### src/rtl/uart_pkg.sv
// Shared UART constants and the receive FSM state encoding.
// Used by uart_rx_filter and uart_rx_core; optional parity is selected by UART_RX_PARITY_EN.
package uart_pkg;

  localparam int DBIT_DEF       = 8;
  localparam int OVERSAMPLE_DEF = 16;
  localparam int SB_TICK_DEF    = 16;

  typedef enum logic [2:0] {
    ST_IDLE   = 3'd0,
    ST_START  = 3'd1,
    ST_DATA   = 3'd2,
    ST_PARITY = 3'd3,
    ST_STOP   = 3'd4,
    ST_BREAK  = 3'd5
  } rx_state_t;

  function automatic logic maj3(input logic [2:0] v);
    return (v[0] & v[1]) | (v[0] & v[2]) | (v[1] & v[2]);
  endfunction

endpackage

### src/rtl/uart_rx_filter.sv
// Serial line conditioning: 2-flop synchroniser feeding a 3-tap majority vote
// sampled on baud_tick, so pulses shorter than two ticks never reach rx_s.
module uart_rx_filter
  import uart_pkg::*;
(
  input  logic HCLK,
  input  logic HRESETn,
  input  logic baud_tick,
  input  logic rx,
  output logic rx_s
);

  logic [1:0] sync;
  logic [2:0] taps;

  // Reset to the idle (high) line level so a reset never looks like a start bit.
  always_ff @(posedge HCLK or negedge HRESETn) begin
    if (!HRESETn) begin
      sync <= 2'b11;
      taps <= 3'b111;
    end else begin
      sync <= {sync[0], rx};
      if (baud_tick) taps <= {taps[1:0], sync[1]};
    end
  end

  assign rx_s = maj3(taps);

endmodule

### src/rtl/uart_rx_core.sv
// Oversampling UART receive engine (8N1, LSB first) feeding the rx FIFO.
// Define UART_RX_PARITY_EN to add an even-parity bit check and the parity_err strobe.
//
// state  | meaning
// IDLE   | line idle, waiting for rx_s low on a tick
// START  | confirming start bit at mid-bit
// DATA   | sampling DBIT data bits at mid-bit
// PARITY | sampling parity bit (UART_RX_PARITY_EN only)
// STOP   | sampling stop bit, issuing rx_done or frame_err
// BREAK  | line held low after a framing error, waiting for high
module uart_rx_core
  import uart_pkg::*;
#(
  parameter int DBIT       = DBIT_DEF,
  parameter int OVERSAMPLE = OVERSAMPLE_DEF,
  parameter int SB_TICK    = SB_TICK_DEF
) (
  input  logic            HCLK,
  input  logic            HRESETn,
  input  logic            baud_tick,
  input  logic            rx,
  output logic            rx_done,
  output logic [DBIT-1:0] dout,
  output logic            frame_err,
  output logic            busy
`ifdef UART_RX_PARITY_EN
  , output logic          parity_err
`endif
);

  localparam int TMAX = (OVERSAMPLE > SB_TICK) ? OVERSAMPLE : SB_TICK;
  localparam int TW   = $clog2(TMAX);
  localparam int BW   = $clog2(DBIT + 1);

  localparam logic [TW-1:0] T_HALF = TW'(OVERSAMPLE / 2 - 1);
  localparam logic [TW-1:0] T_BIT  = TW'(OVERSAMPLE - 1);
  localparam logic [TW-1:0] T_STOP = TW'(SB_TICK - 1);
  localparam logic [BW-1:0] B_LAST = BW'(DBIT - 1);

  rx_state_t       state;
  logic [TW-1:0]   tick_cnt;
  logic [BW-1:0]   bit_cnt;
  logic [DBIT-1:0] shreg;
  logic            rx_s;
`ifdef UART_RX_PARITY_EN
  logic            par_bad;
`endif

  uart_rx_filter u_filter (
    .HCLK      (HCLK),
    .HRESETn   (HRESETn),
    .baud_tick (baud_tick),
    .rx        (rx),
    .rx_s      (rx_s)
  );

  always_ff @(posedge HCLK or negedge HRESETn) begin
    if (!HRESETn) begin
      state     <= ST_IDLE;
      tick_cnt  <= '0;
      bit_cnt   <= '0;
      shreg     <= '0;
      dout      <= '0;
      rx_done   <= 1'b0;
      frame_err <= 1'b0;
`ifdef UART_RX_PARITY_EN
      par_bad    <= 1'b0;
      parity_err <= 1'b0;
`endif
    end else begin
      rx_done   <= 1'b0;
      frame_err <= 1'b0;
`ifdef UART_RX_PARITY_EN
      parity_err <= 1'b0;
`endif
      if (baud_tick) begin
        unique case (state)
          ST_IDLE: begin
            if (!rx_s) begin
              state    <= ST_START;
              tick_cnt <= '0;
            end
          end
          ST_START: begin
            if (tick_cnt == T_HALF) begin
              tick_cnt <= '0;
              bit_cnt  <= '0;
              state    <= rx_s ? ST_IDLE : ST_DATA;
            end else begin
              tick_cnt <= tick_cnt + TW'(1);
            end
          end
          ST_DATA: begin
            if (tick_cnt == T_BIT) begin
              tick_cnt <= '0;
              shreg    <= DBIT'({rx_s, shreg} >> 1);
              if (bit_cnt == B_LAST) begin
`ifdef UART_RX_PARITY_EN
                state <= ST_PARITY;
`else
                state <= ST_STOP;
`endif
              end else begin
                bit_cnt <= bit_cnt + BW'(1);
              end
            end else begin
              tick_cnt <= tick_cnt + TW'(1);
            end
          end
`ifdef UART_RX_PARITY_EN
          ST_PARITY: begin
            if (tick_cnt == T_BIT) begin
              tick_cnt <= '0;
              par_bad  <= ^{shreg, rx_s};
              state    <= ST_STOP;
            end else begin
              tick_cnt <= tick_cnt + TW'(1);
            end
          end
`endif
          ST_STOP: begin
            if (tick_cnt == T_STOP) begin
              tick_cnt <= '0;
              if (rx_s) begin
`ifdef UART_RX_PARITY_EN
                if (par_bad) begin
                  parity_err <= 1'b1;
                end else begin
                  rx_done <= 1'b1;
                  dout    <= shreg;
                end
`else
                rx_done <= 1'b1;
                dout    <= shreg;
`endif
                state <= ST_IDLE;
              end else begin
                frame_err <= 1'b1;
                state     <= ST_BREAK;
              end
            end else begin
              tick_cnt <= tick_cnt + TW'(1);
            end
          end
          // Only a high line ends a break; a held-low line must not restart framing.
          ST_BREAK: begin
            if (rx_s) begin
              state    <= ST_IDLE;
              tick_cnt <= '0;
            end
          end
          default: begin
            state    <= ST_IDLE;
            tick_cnt <= '0;
          end
        endcase
      end
    end
  end

  assign busy = (state != ST_IDLE);

endmodule

### config.mk
export PLATFORM = sky130hd
export DESIGN_NAME = uart_rx_core
export DESIGN_NICKNAME = d
export VERILOG_FILES = /design/src/rtl/uart_pkg.sv /design/src/rtl/uart_rx_filter.sv /design/src/rtl/uart_rx_core.sv
export SDC_FILE = /design/constraint.sdc
export NUM_CORES = 1
export LEC_CHECK = 0
export ABC_AREA = 1
export BUFFER_PORTS_ARGS = -buffer_cell sky130_fd_sc_hd__buf_2
export CORE_MARGIN = 2
export CORE_UTILIZATION = 40
export CTS_CLUSTER_DIAMETER = 150
export DETAILED_ROUTE_END_ITERATION = 8
export GPL_ROUTABILITY_DRIVEN = 0
export SETUP_SLACK_MARGIN = 0.05
export SKIP_LAST_GASP = 1
export SLEW_MARGIN = 20
export SYNTH_ARGS = -nofsm -noshare
export SYNTH_HDL_FRONTEND = slang
export SYNTH_HIERARCHICAL = 1
export SYNTH_SLANG_ARGS = --single-unit
### constraint.sdc
create_clock -name HCLK -period 1.3 [get_ports HCLK]
set_input_delay 0.195 -clock HCLK [delete_from_list [all_inputs] [get_ports HCLK]]
set_output_delay 0.195 -clock HCLK [all_outputs]
set_load 0.005 [all_outputs]
==> Flow_metrics.wiki, run 1 <==
{| class="wikitable"
! Metric !! Value
|-
| Final Hold Fails || 0
|-
| Largest vdd supply drop || 642.0 uV
|-
| Slack of the worst reg-to-reg path || -0.12 ns
|-
| Hold-critical path depth || 3
|-
| Class of the worst hold path || in2reg
|-
| Worst Path Class, Setup || reg2reg
|-
| RSZ-0062 raised after global routing || yes
|-
| Switching share of total power || 0.3707
|-
| Area taken by multi-input logic gates || 834.6 um2
|-
| Sw Pwr || 1.268 mW
|-
| Net Count, Synth || 204
|-
| Number of enable flip-flop cells after synthesis || 0
|-
| Worst r2r src || tick_cnt[1]$_DFFE_PN0P_
|-
| Worst r2r path cells || 8
|-
| Number of violations reported at the end of detailed-routing iteration 0 || 98
|-
| Largest net degree at the start of global routing || 23
|-
| Root Driver || sky130_fd_sc_hd__clkbuf_8
|-
| Run status || finished with violations
|-
| Most frequent cells in the layout || 45 x sky130_fd_sc_hd__nand2_1, 28 x sky130_fd_sc_hd__dfrtp_1, 23 x sky130_fd_sc_hd__inv_1, 20 x sky130_fd_sc_hd__buf_4, 17 x sky130_fd_sc_hd__nand2_2
|-
| Share of total power in the clock network || 0.216
|-
| Post-synthesis cell type count || 20
|-
| Hold Path Sink || u_filter/taps[0]$_DFFE_PN1P_
|-
| Wire length of the first global-routing pass || 5.402 mm
|-
| Number of filler instances in the final layout || 369
|-
| Average wire per cell in the routed design || 11.56 um
|-
| Worst EP required || 1.47 ns
|-
| Placement row count || 23
|-
| Relative slew slack || 0.7726
|-
| Clock transition at path regs || 0.07 ns
|-
| Overall die height || 67.89 um
|-
| Max-Cap Viols || 0
|-
| Crit-path max FO || 8
|-
| Synthesized cell area || 1633 um2
|-
| Post-synthesis sequential area ratio || 0.5249
|-
| Worst Tran Pin Value || 0.3410 ns
|-
| Type of element launching the critical path || flop
|-
| Shortest period the worst path allows || 1.424 ns
|-
| Number of storage elements in the synthesis netlist || 34
|-
| Largest area contributor in the netlist || sky130_fd_sc_hd__dfrtp_1
|-
| Final layout net count || 251
|-
| Dominant cells by area after synthesis || sky130_fd_sc_hd__dfrtp_1 44%, sky130_fd_sc_hd__nand2_1 14%, sky130_fd_sc_hd__dfstp_2 8.0%
|-
| Maximum level of the CTS H-tree || 2
|-
| Failing checks || negative setup slack
|-
| Vias in the first global route || 1233
|-
| Power Density || 1502 nW/um2
|-
| Core occupancy in the finished layout || 0.5734
|-
| Detail Placement HPWL || 2.327 mm
|-
| Dominant register cell in the synthesized netlist || sky130_fd_sc_hd__dfrtp_1
|-
| Total Power Consumption || 3.421 mW
|-
| Endpoint of the worst-slack reg-to-reg timing path || dout[0]$_DFFE_PN0P_
|-
| Min setup slack post-route || -0.1242 ns
|-
| Combinational group share of total power || 0.413
|-
| Std-Cell Core Area || 3971 um2
|-
| Initial Util || 0.4112
|-
| Final period utilization || 1.096
|-
| Most common library cell in the layout ignoring fill and taps || sky130_fd_sc_hd__nand2_1
|-
| Routed wire length || 3.423 mm
|-
| Setup violations, final || 27
|-
| Layout cells sized above 1 || 0.4268
|-
| Port Buffer Count || 14
|-
| Final total negative setup slack || -2.084 ns
|-
| Count of warnings emitted by yosys || 6
|-
| Grt ovf || 0
|-
| Sequential share of power || 0.371
|-
| Internal power contribution || 2.153 mW
|-
| Cts bufs inserted || 5
|-
| Clock buffer depth || 2
|-
| Total via count after detailed routing || 1395
|-
| Fraction of synthesized cell area taken by the top area cell type || 0.4444
|-
| Achievable frequency || 702.2 MHz
|-
| Full die area || 4609 um2
|-
| Layout-stage area growth over the synthesis result || 39.46%
|-
| Worst min-delay path startpoint || baud_tick
|-
| Static power due to leakage || 1.125 nW
|-
| Worst Clk Skew || 0.01010 ns
|-
| Per-instance average area after synthesis || 8.247 um2
|-
| Clock tree from TritonCTS || yes
|-
| Kind of capture point of the worst setup path || flop
|-
| Overall fraction of global-route tracks in use || 0.1584
|-
| Area taken by flip-flops and latches || 858.3 um2
|-
| Worst hold slack || 0.2543 ns
|-
| Antenna violations before repair || 0
|-
| Sinks on Clock Net || 34
|-
| Skew-Pair Late Insertion Delay || 0.28 ns
|-
| Number of design rule violations left after detail routing || 0
|-
| Pins over their slew limit || 0
|-
| 1st-pass router iterations || 4
|-
| Antenna violation net count after detailed routing || 0
|-
| N_diodes || 0
|-
| Proportion of register bits with asynchronous set or reset after synthesis || 1.000
|-
| Vias per std cell || 4.713
|-
| Data arrival time of the critical path || 1.60 ns
|-
| Chip Width || 67.89 um
|-
| Total I/O pin count || 15
|-
| Cell count after synthesis || 198
|}
## timing repair
action | CTS | global route
pin swaps | 6 | 12
gates cloned | 0 | 1
setup endpoints to repair | 29 | 29
gates resized for setup | 6 | 39
endpoints found under the hold margin | 9 | 1
setup buffers | 5 | 2
hold buffers | 1 | 1
## cell type report
class / instances / share of cell area
clock buffers: 6 / 0.03187
clock inverters: 2 / 0.004396
inverters: 26 / 0.04396
multi-input cells: 136 / 0.3665
flip-flops and latches: 34 / 0.3769
well taps: 50 / 0.02747
repair buffers: 42 / 0.1489
## power groups by stage
stage | logic, mW | clock network, mW | registers, mW
final | 1.41 | 0.738 | 1.27
after global routing | 1.58 | 0.819 | 1.28
after CTS | 1.23 | 0.762 | 1.24
after detailed placement | 1.08 | 0 | 1.27
after global placement | 1.07 | 0 | 1.27
after floorplan | 0.651 | 0 | 1.27
## through the flow
step,setup WS [ns],instance area (um2),cells
after floorplan,-0.01593,1665,198
after global placement,-0.1934,1936,278
after detailed placement,-0.1755,1936,278
after CTS,-0.1153,2091,292
after global routing,-0.1918,2277,296
final,-0.1242,2277,296
## flip-flops by register name, indices dropped and copies added, names as in the netlist
register and cells:
frame_err 1, u_filter/taps 3, u_filter/sync 2, rx_done 1, bit_cnt 4, dout 8, tick_cnt 4, state 3
shreg 8
## logic make-up (layout without fill, tap and decap cells)
family / after synthesis / count (layout) / share of synthesized area
DFF: 34 / 34 / 0.5249
AOI/OAI and AO/OA: 22 / 22 / 0.08352
adders and majority gates: 2 / 2 / 0.01532
xor gates and xnor gates: 1 / 1 / 0.005365
buffers and inverters: 28 / 76 / 0.07357
and+or+nand+nor: 111 / 111 / 0.2973
## cell usage after synthesis, types with 2 or more instances
master	count
sky130_fd_sc_hd__nand2_2	2
sky130_fd_sc_hd__o21ai_0	7
sky130_fd_sc_hd__a21oi_1	4
sky130_fd_sc_hd__nand3_1	19
sky130_fd_sc_hd__nor3_1	2
sky130_fd_sc_hd__nand3_2	4
sky130_fd_sc_hd__dfrtp_1	29
sky130_fd_sc_hd__nor2_1	20
sky130_fd_sc_hd__ha_1	2
sky130_fd_sc_hd__buf_6	2
sky130_fd_sc_hd__dfstp_2	5
sky130_fd_sc_hd__o21ai_2	7
sky130_fd_sc_hd__inv_2	2
sky130_fd_sc_hd__o21ai_1	4
sky130_fd_sc_hd__nand2_1	61
sky130_fd_sc_hd__inv_1	24
## worst max-delay path, stage by stage, from the launching register on
cell and delay, ns:
sky130_fd_sc_hd__dfrtp_1 0.40, sky130_fd_sc_hd__ha_4 0.17, sky130_fd_sc_hd__buf_6 0.10, sky130_fd_sc_hd__nand3_4 0.09, sky130_fd_sc_hd__nor2_4 0.18, sky130_fd_sc_hd__nand3_4 0.11
sky130_fd_sc_hd__clkbuf_16 0.18, sky130_fd_sc_hd__nand2_2 0.05, sky130_fd_sc_hd__nand2_1 0.04
## worst max-delay path by stage
stage                                 startpoint                    to  slack [ns]  depth (start not counted)
finish                   tick_cnt[1]$_DFFE_PN0P_   dout[0]$_DFFE_PN0P_       -0.12                          8
global route             tick_cnt[1]$_DFFE_PN0P_   dout[2]$_DFFE_PN0P_       -0.19                          8
CTS                      tick_cnt[0]$_DFFE_PN0P_  shreg[1]$_DFFE_PN0P_       -0.12                          6
detailed placement  u_filter/taps[0]$_DFFE_PN1P_  state[1]$_DFFE_PN0P_       -0.18                          9
global placement    u_filter/taps[0]$_DFFE_PN1P_  state[2]$_DFFE_PN0P_       -0.19                          9
floorplan                tick_cnt[0]$_DFFE_PN0P_   dout[3]$_DFFE_PN0P_       -0.02                          7
## routing by layer
layer,global-route usage,vias to the layer above,share of wire
met5,0,-,0
met4,0.05250,0,0.0085
met3,0.05428,4,0.028
met2,0.2537,14,0.49
met1,0.2011,662,0.48
li1,-,715,-
Power figures use the tool's default switching activity.
==> inputs of run 2 (changes only) <==
Settings changed: PLACE_DENSITY set to 0.71.
==> run 2 against run 1 <==
Effect of this change: the flow still finishes with violations (negative setup slack); cell count is 2.0% higher; critical endpoint is now dout[2]$_DFFE_PN0P_; critical path depth unchanged; core utilization increased by 5.8 points.
==> Flow_metrics.wiki, run 2 (synthesis results as in run 1) <==
{| class="wikitable"
! Metric !! Value
|-
| Run status || finished with violations
|-
| Failing checks || negative setup slack
|-
| Final layout net count || 257 (+2.4%)
|-
| Most frequent cells in the layout || 28 x sky130_fd_sc_hd__nand2_2, 28 x sky130_fd_sc_hd__nand2_1, 27 x sky130_fd_sc_hd__dfrtp_1, 22 x sky130_fd_sc_hd__buf_4, 21 x sky130_fd_sc_hd__inv_1
|-
| Worst Tran Pin Value || 0.4026 ns (+0.06152 ns)
|-
| RSZ-0062 raised after global routing || yes
|-
| Number of violations reported at the end of detailed-routing iteration 0 || 97 (-1.0%)
|-
| Total via count after detailed routing || 1548 (+11%)
|-
| Clock transition at path regs || 0.07 ns (about the same)
|-
| Class of the worst hold path || in2reg
|-
| Standard cell area after detailed placement || 1936 um2 (unchanged)
|-
| Cts bufs inserted || 5 (unchanged)
|-
| Static power due to leakage || 1.198 nW (+6.4%)
|-
| Overall fraction of global-route tracks in use || 0.1770 (+0.01861)
|-
| Data arrival time of the critical path || 1.74 ns (+0.14 ns)
|-
| Routed wire length || 4.588 mm (+34%)
|-
| Largest registers ranked by flip-flop count || dout: 8 flops, shreg: 8 flops
|-
| Initial Util || 0.4112 (unchanged)
|-
| Post-route insts no fill || 302 (+2.0%)
|-
| Largest vdd supply drop || 585.8 uV (-8.8%)
|-
| Type of element launching the critical path || flop
|-
| Setup violations, final || 28 (+3.7%)
|-
| Worst Path Class, Setup || reg2reg
|-
| Placement row count || 23 (unchanged)
|-
| Skew-Pair Late Insertion Delay || 0.29 ns (about the same)
|-
| Port Buffer Count || 14 (unchanged)
|-
| Maximum level of the CTS H-tree || 2 (unchanged)
|-
| Worst EP required || 1.48 ns (about the same)
|-
| Worst hold slack || 0.2708 ns (+0.01650 ns)
|-
| N_diodes || 0 (unchanged)
|-
| Number of design rule violations left after detail routing || 0 (unchanged)
|-
| Overall die height || 67.89 um (unchanged)
|-
| Layout-stage area growth over the synthesis result || 53.64%
|-
| 1st-pass router iterations || 4 (unchanged)
|-
| Average wire per cell in the routed design || 15.19 um (+31%)
|-
| Antenna violation net count after detailed routing || 0 (unchanged)
|-
| Power Density || 1474 nW/um2 (-1.9%)
|-
| Final period utilization || 1.197 (+0.1013)
|-
| Worst Clk Skew || 0.002634 ns (-0.007470 ns)
|-
| Crit-path max FO || 7 (-1)
|-
| Min setup slack post-route || -0.2558 ns (-0.1317 ns)
|-
| Root Driver || sky130_fd_sc_hd__clkbuf_8
|-
| Vias per std cell || 5.126 (+8.8%)
|-
| Sinks on Clock Net || 34 (unchanged)
|-
| Max-Cap Viols || 0 (unchanged)
|-
| Wire length of the first global-routing pass || 5.899 mm (+9.2%)
|-
| Cell area after layout || 2509 um2 (+10%)
|-
| Clock tree from TritonCTS || yes
|-
| Clock buffer depth || 2 (unchanged)
|-
| Full die area || 4609 um2 (unchanged)
|-
| Number of filler instances in the final layout || 293 (-21%)
|-
| Relative slew slack || 0.7316 (-0.04101)
|-
| Layout cells sized above 1 || 0.5476 (+0.1208)
|-
| Largest net degree at the start of global routing || 20 (-13%)
|-
| Total I/O pin count || 15 (unchanged)
|-
| Detail Placement HPWL || 2.296 mm (-1.3%)
|-
| Pins over their slew limit || 0 (unchanged)
|-
| Std-Cell Core Area || 3971 um2 (unchanged)
|-
| Antenna violations before repair || 0 (unchanged)
|-
| Shortest period the worst path allows || 1.556 ns (+0.1317 ns)
|-
| Final Hold Fails || 0 (unchanged)
|-
| Achievable frequency || 642.8 MHz (-8.5%)
|-
| Dpl cells || 278 (unchanged)
|-
| Chip Width || 67.89 um (unchanged)
|-
| Kind of capture point of the worst setup path || flop
|-
| Vias in the first global route || 1347 (+9.2%)
|-
| Grt ovf || 0 (unchanged)
|}
==> run 2: changes by cell type in the layout (fill, tap and decap cells not counted), sizes merged <==
cell / delta
nand2: +1
buf: +5
clkinvlp: +1
inv: -1
==> run 2: worst paths after layout <==
path | start | endpoint | slack (ns) | depth (start not counted)
worst max register to register | tick_cnt[1]$_DFFE_PN0P_ | dout[2]$_DFFE_PN0P_ | -0.26 | 8
worst min-delay path | baud_tick | u_filter/taps[0]$_DFFE_PN1P_ | 0.27 | 3
min in group asynchronous | HRESETn | tick_cnt[1]$_DFFE_PN0P_ | 0.36 | 2
max in group asynchronous | HRESETn | dout[4]$_DFFE_PN0P_ | 0.51 | 3
worst min register to register | u_filter/sync[0]$_DFF_PN1_ | u_filter/sync[1]$_DFF_PN1_ | 0.36 | 0
worst max-delay path | tick_cnt[1]$_DFFE_PN0P_ | dout[2]$_DFFE_PN0P_ | -0.26 | 8
==> run 2: critical path, cell delays in order, from the launching register on <==
cell	delay [ns]
sky130_fd_sc_hd__dfrtp_1	0.40
sky130_fd_sc_hd__ha_4	0.18
sky130_fd_sc_hd__buf_6	0.10
sky130_fd_sc_hd__nand3_4	0.10
sky130_fd_sc_hd__nor2_4	0.22
sky130_fd_sc_hd__nand3_4	0.15
sky130_fd_sc_hd__clkbuf_16	0.20
sky130_fd_sc_hd__nand2_4	0.05
sky130_fd_sc_hd__o21ai_2	0.04
==> run 2: timing repair <==
item                                   in CTS  in global routing
endpoints found under the hold margin      11                  0
cloned                                      1                  1
pin swaps                                  12                 24
hold buffers                                2                  0
buffers inserted                            5                  9
resized for setup                          29                 73
setup endpoints to repair                  29                 29
==> run 2: stage by stage <==
stage	setup slack (ns)	setup TNS, ns	power (mW)	util
2_1_floorplan	-0.01593	-0.08120	1.922	-
3_3_place_gp	-0.1605	-1.669	2.302	0.4874
3_5_place_dp	-0.1875	-2.476	2.303	0.4874
4_1_cts	-0.1333	-2.433	3.261	0.5529
5_1_grt	-0.3047	-6.132	3.914	0.6317
6_report	-0.2558	-4.740	3.697	0.6317
==> run 2: report_power, final <==
group / internal [mW] / leakage, nW / total (mW) / switching [mW]
sequential: 1.17 / 0.451 / 1.29 / 0.116
clock: 0.425 / 0.0472 / 0.819 / 0.394
combinational: 0.616 / 0.699 / 1.59 / 0.976
==> run 2: routing by layer <==
metal	up-vias	global-route usage	wire length (um)
met5	-	0	0
li1	733	-	-
met2	49	0.2904	2351
met1	747	0.2115	1794
met3	19	0.04112	196
met4	0	0.1050	246
==> run 2: cell type report <==
cell class	instances	area [um2]	area share
clock buffers	6	82.58	0.03292
clock inverters	2	12.51	0.004988
inverters	26	120.1	0.04788
multi-input cells	137	983.4	0.3920
flip-flops and latches	34	859.6	0.3426
well taps	50	62.56	0.02494
repair buffers	47	387.9	0.1546
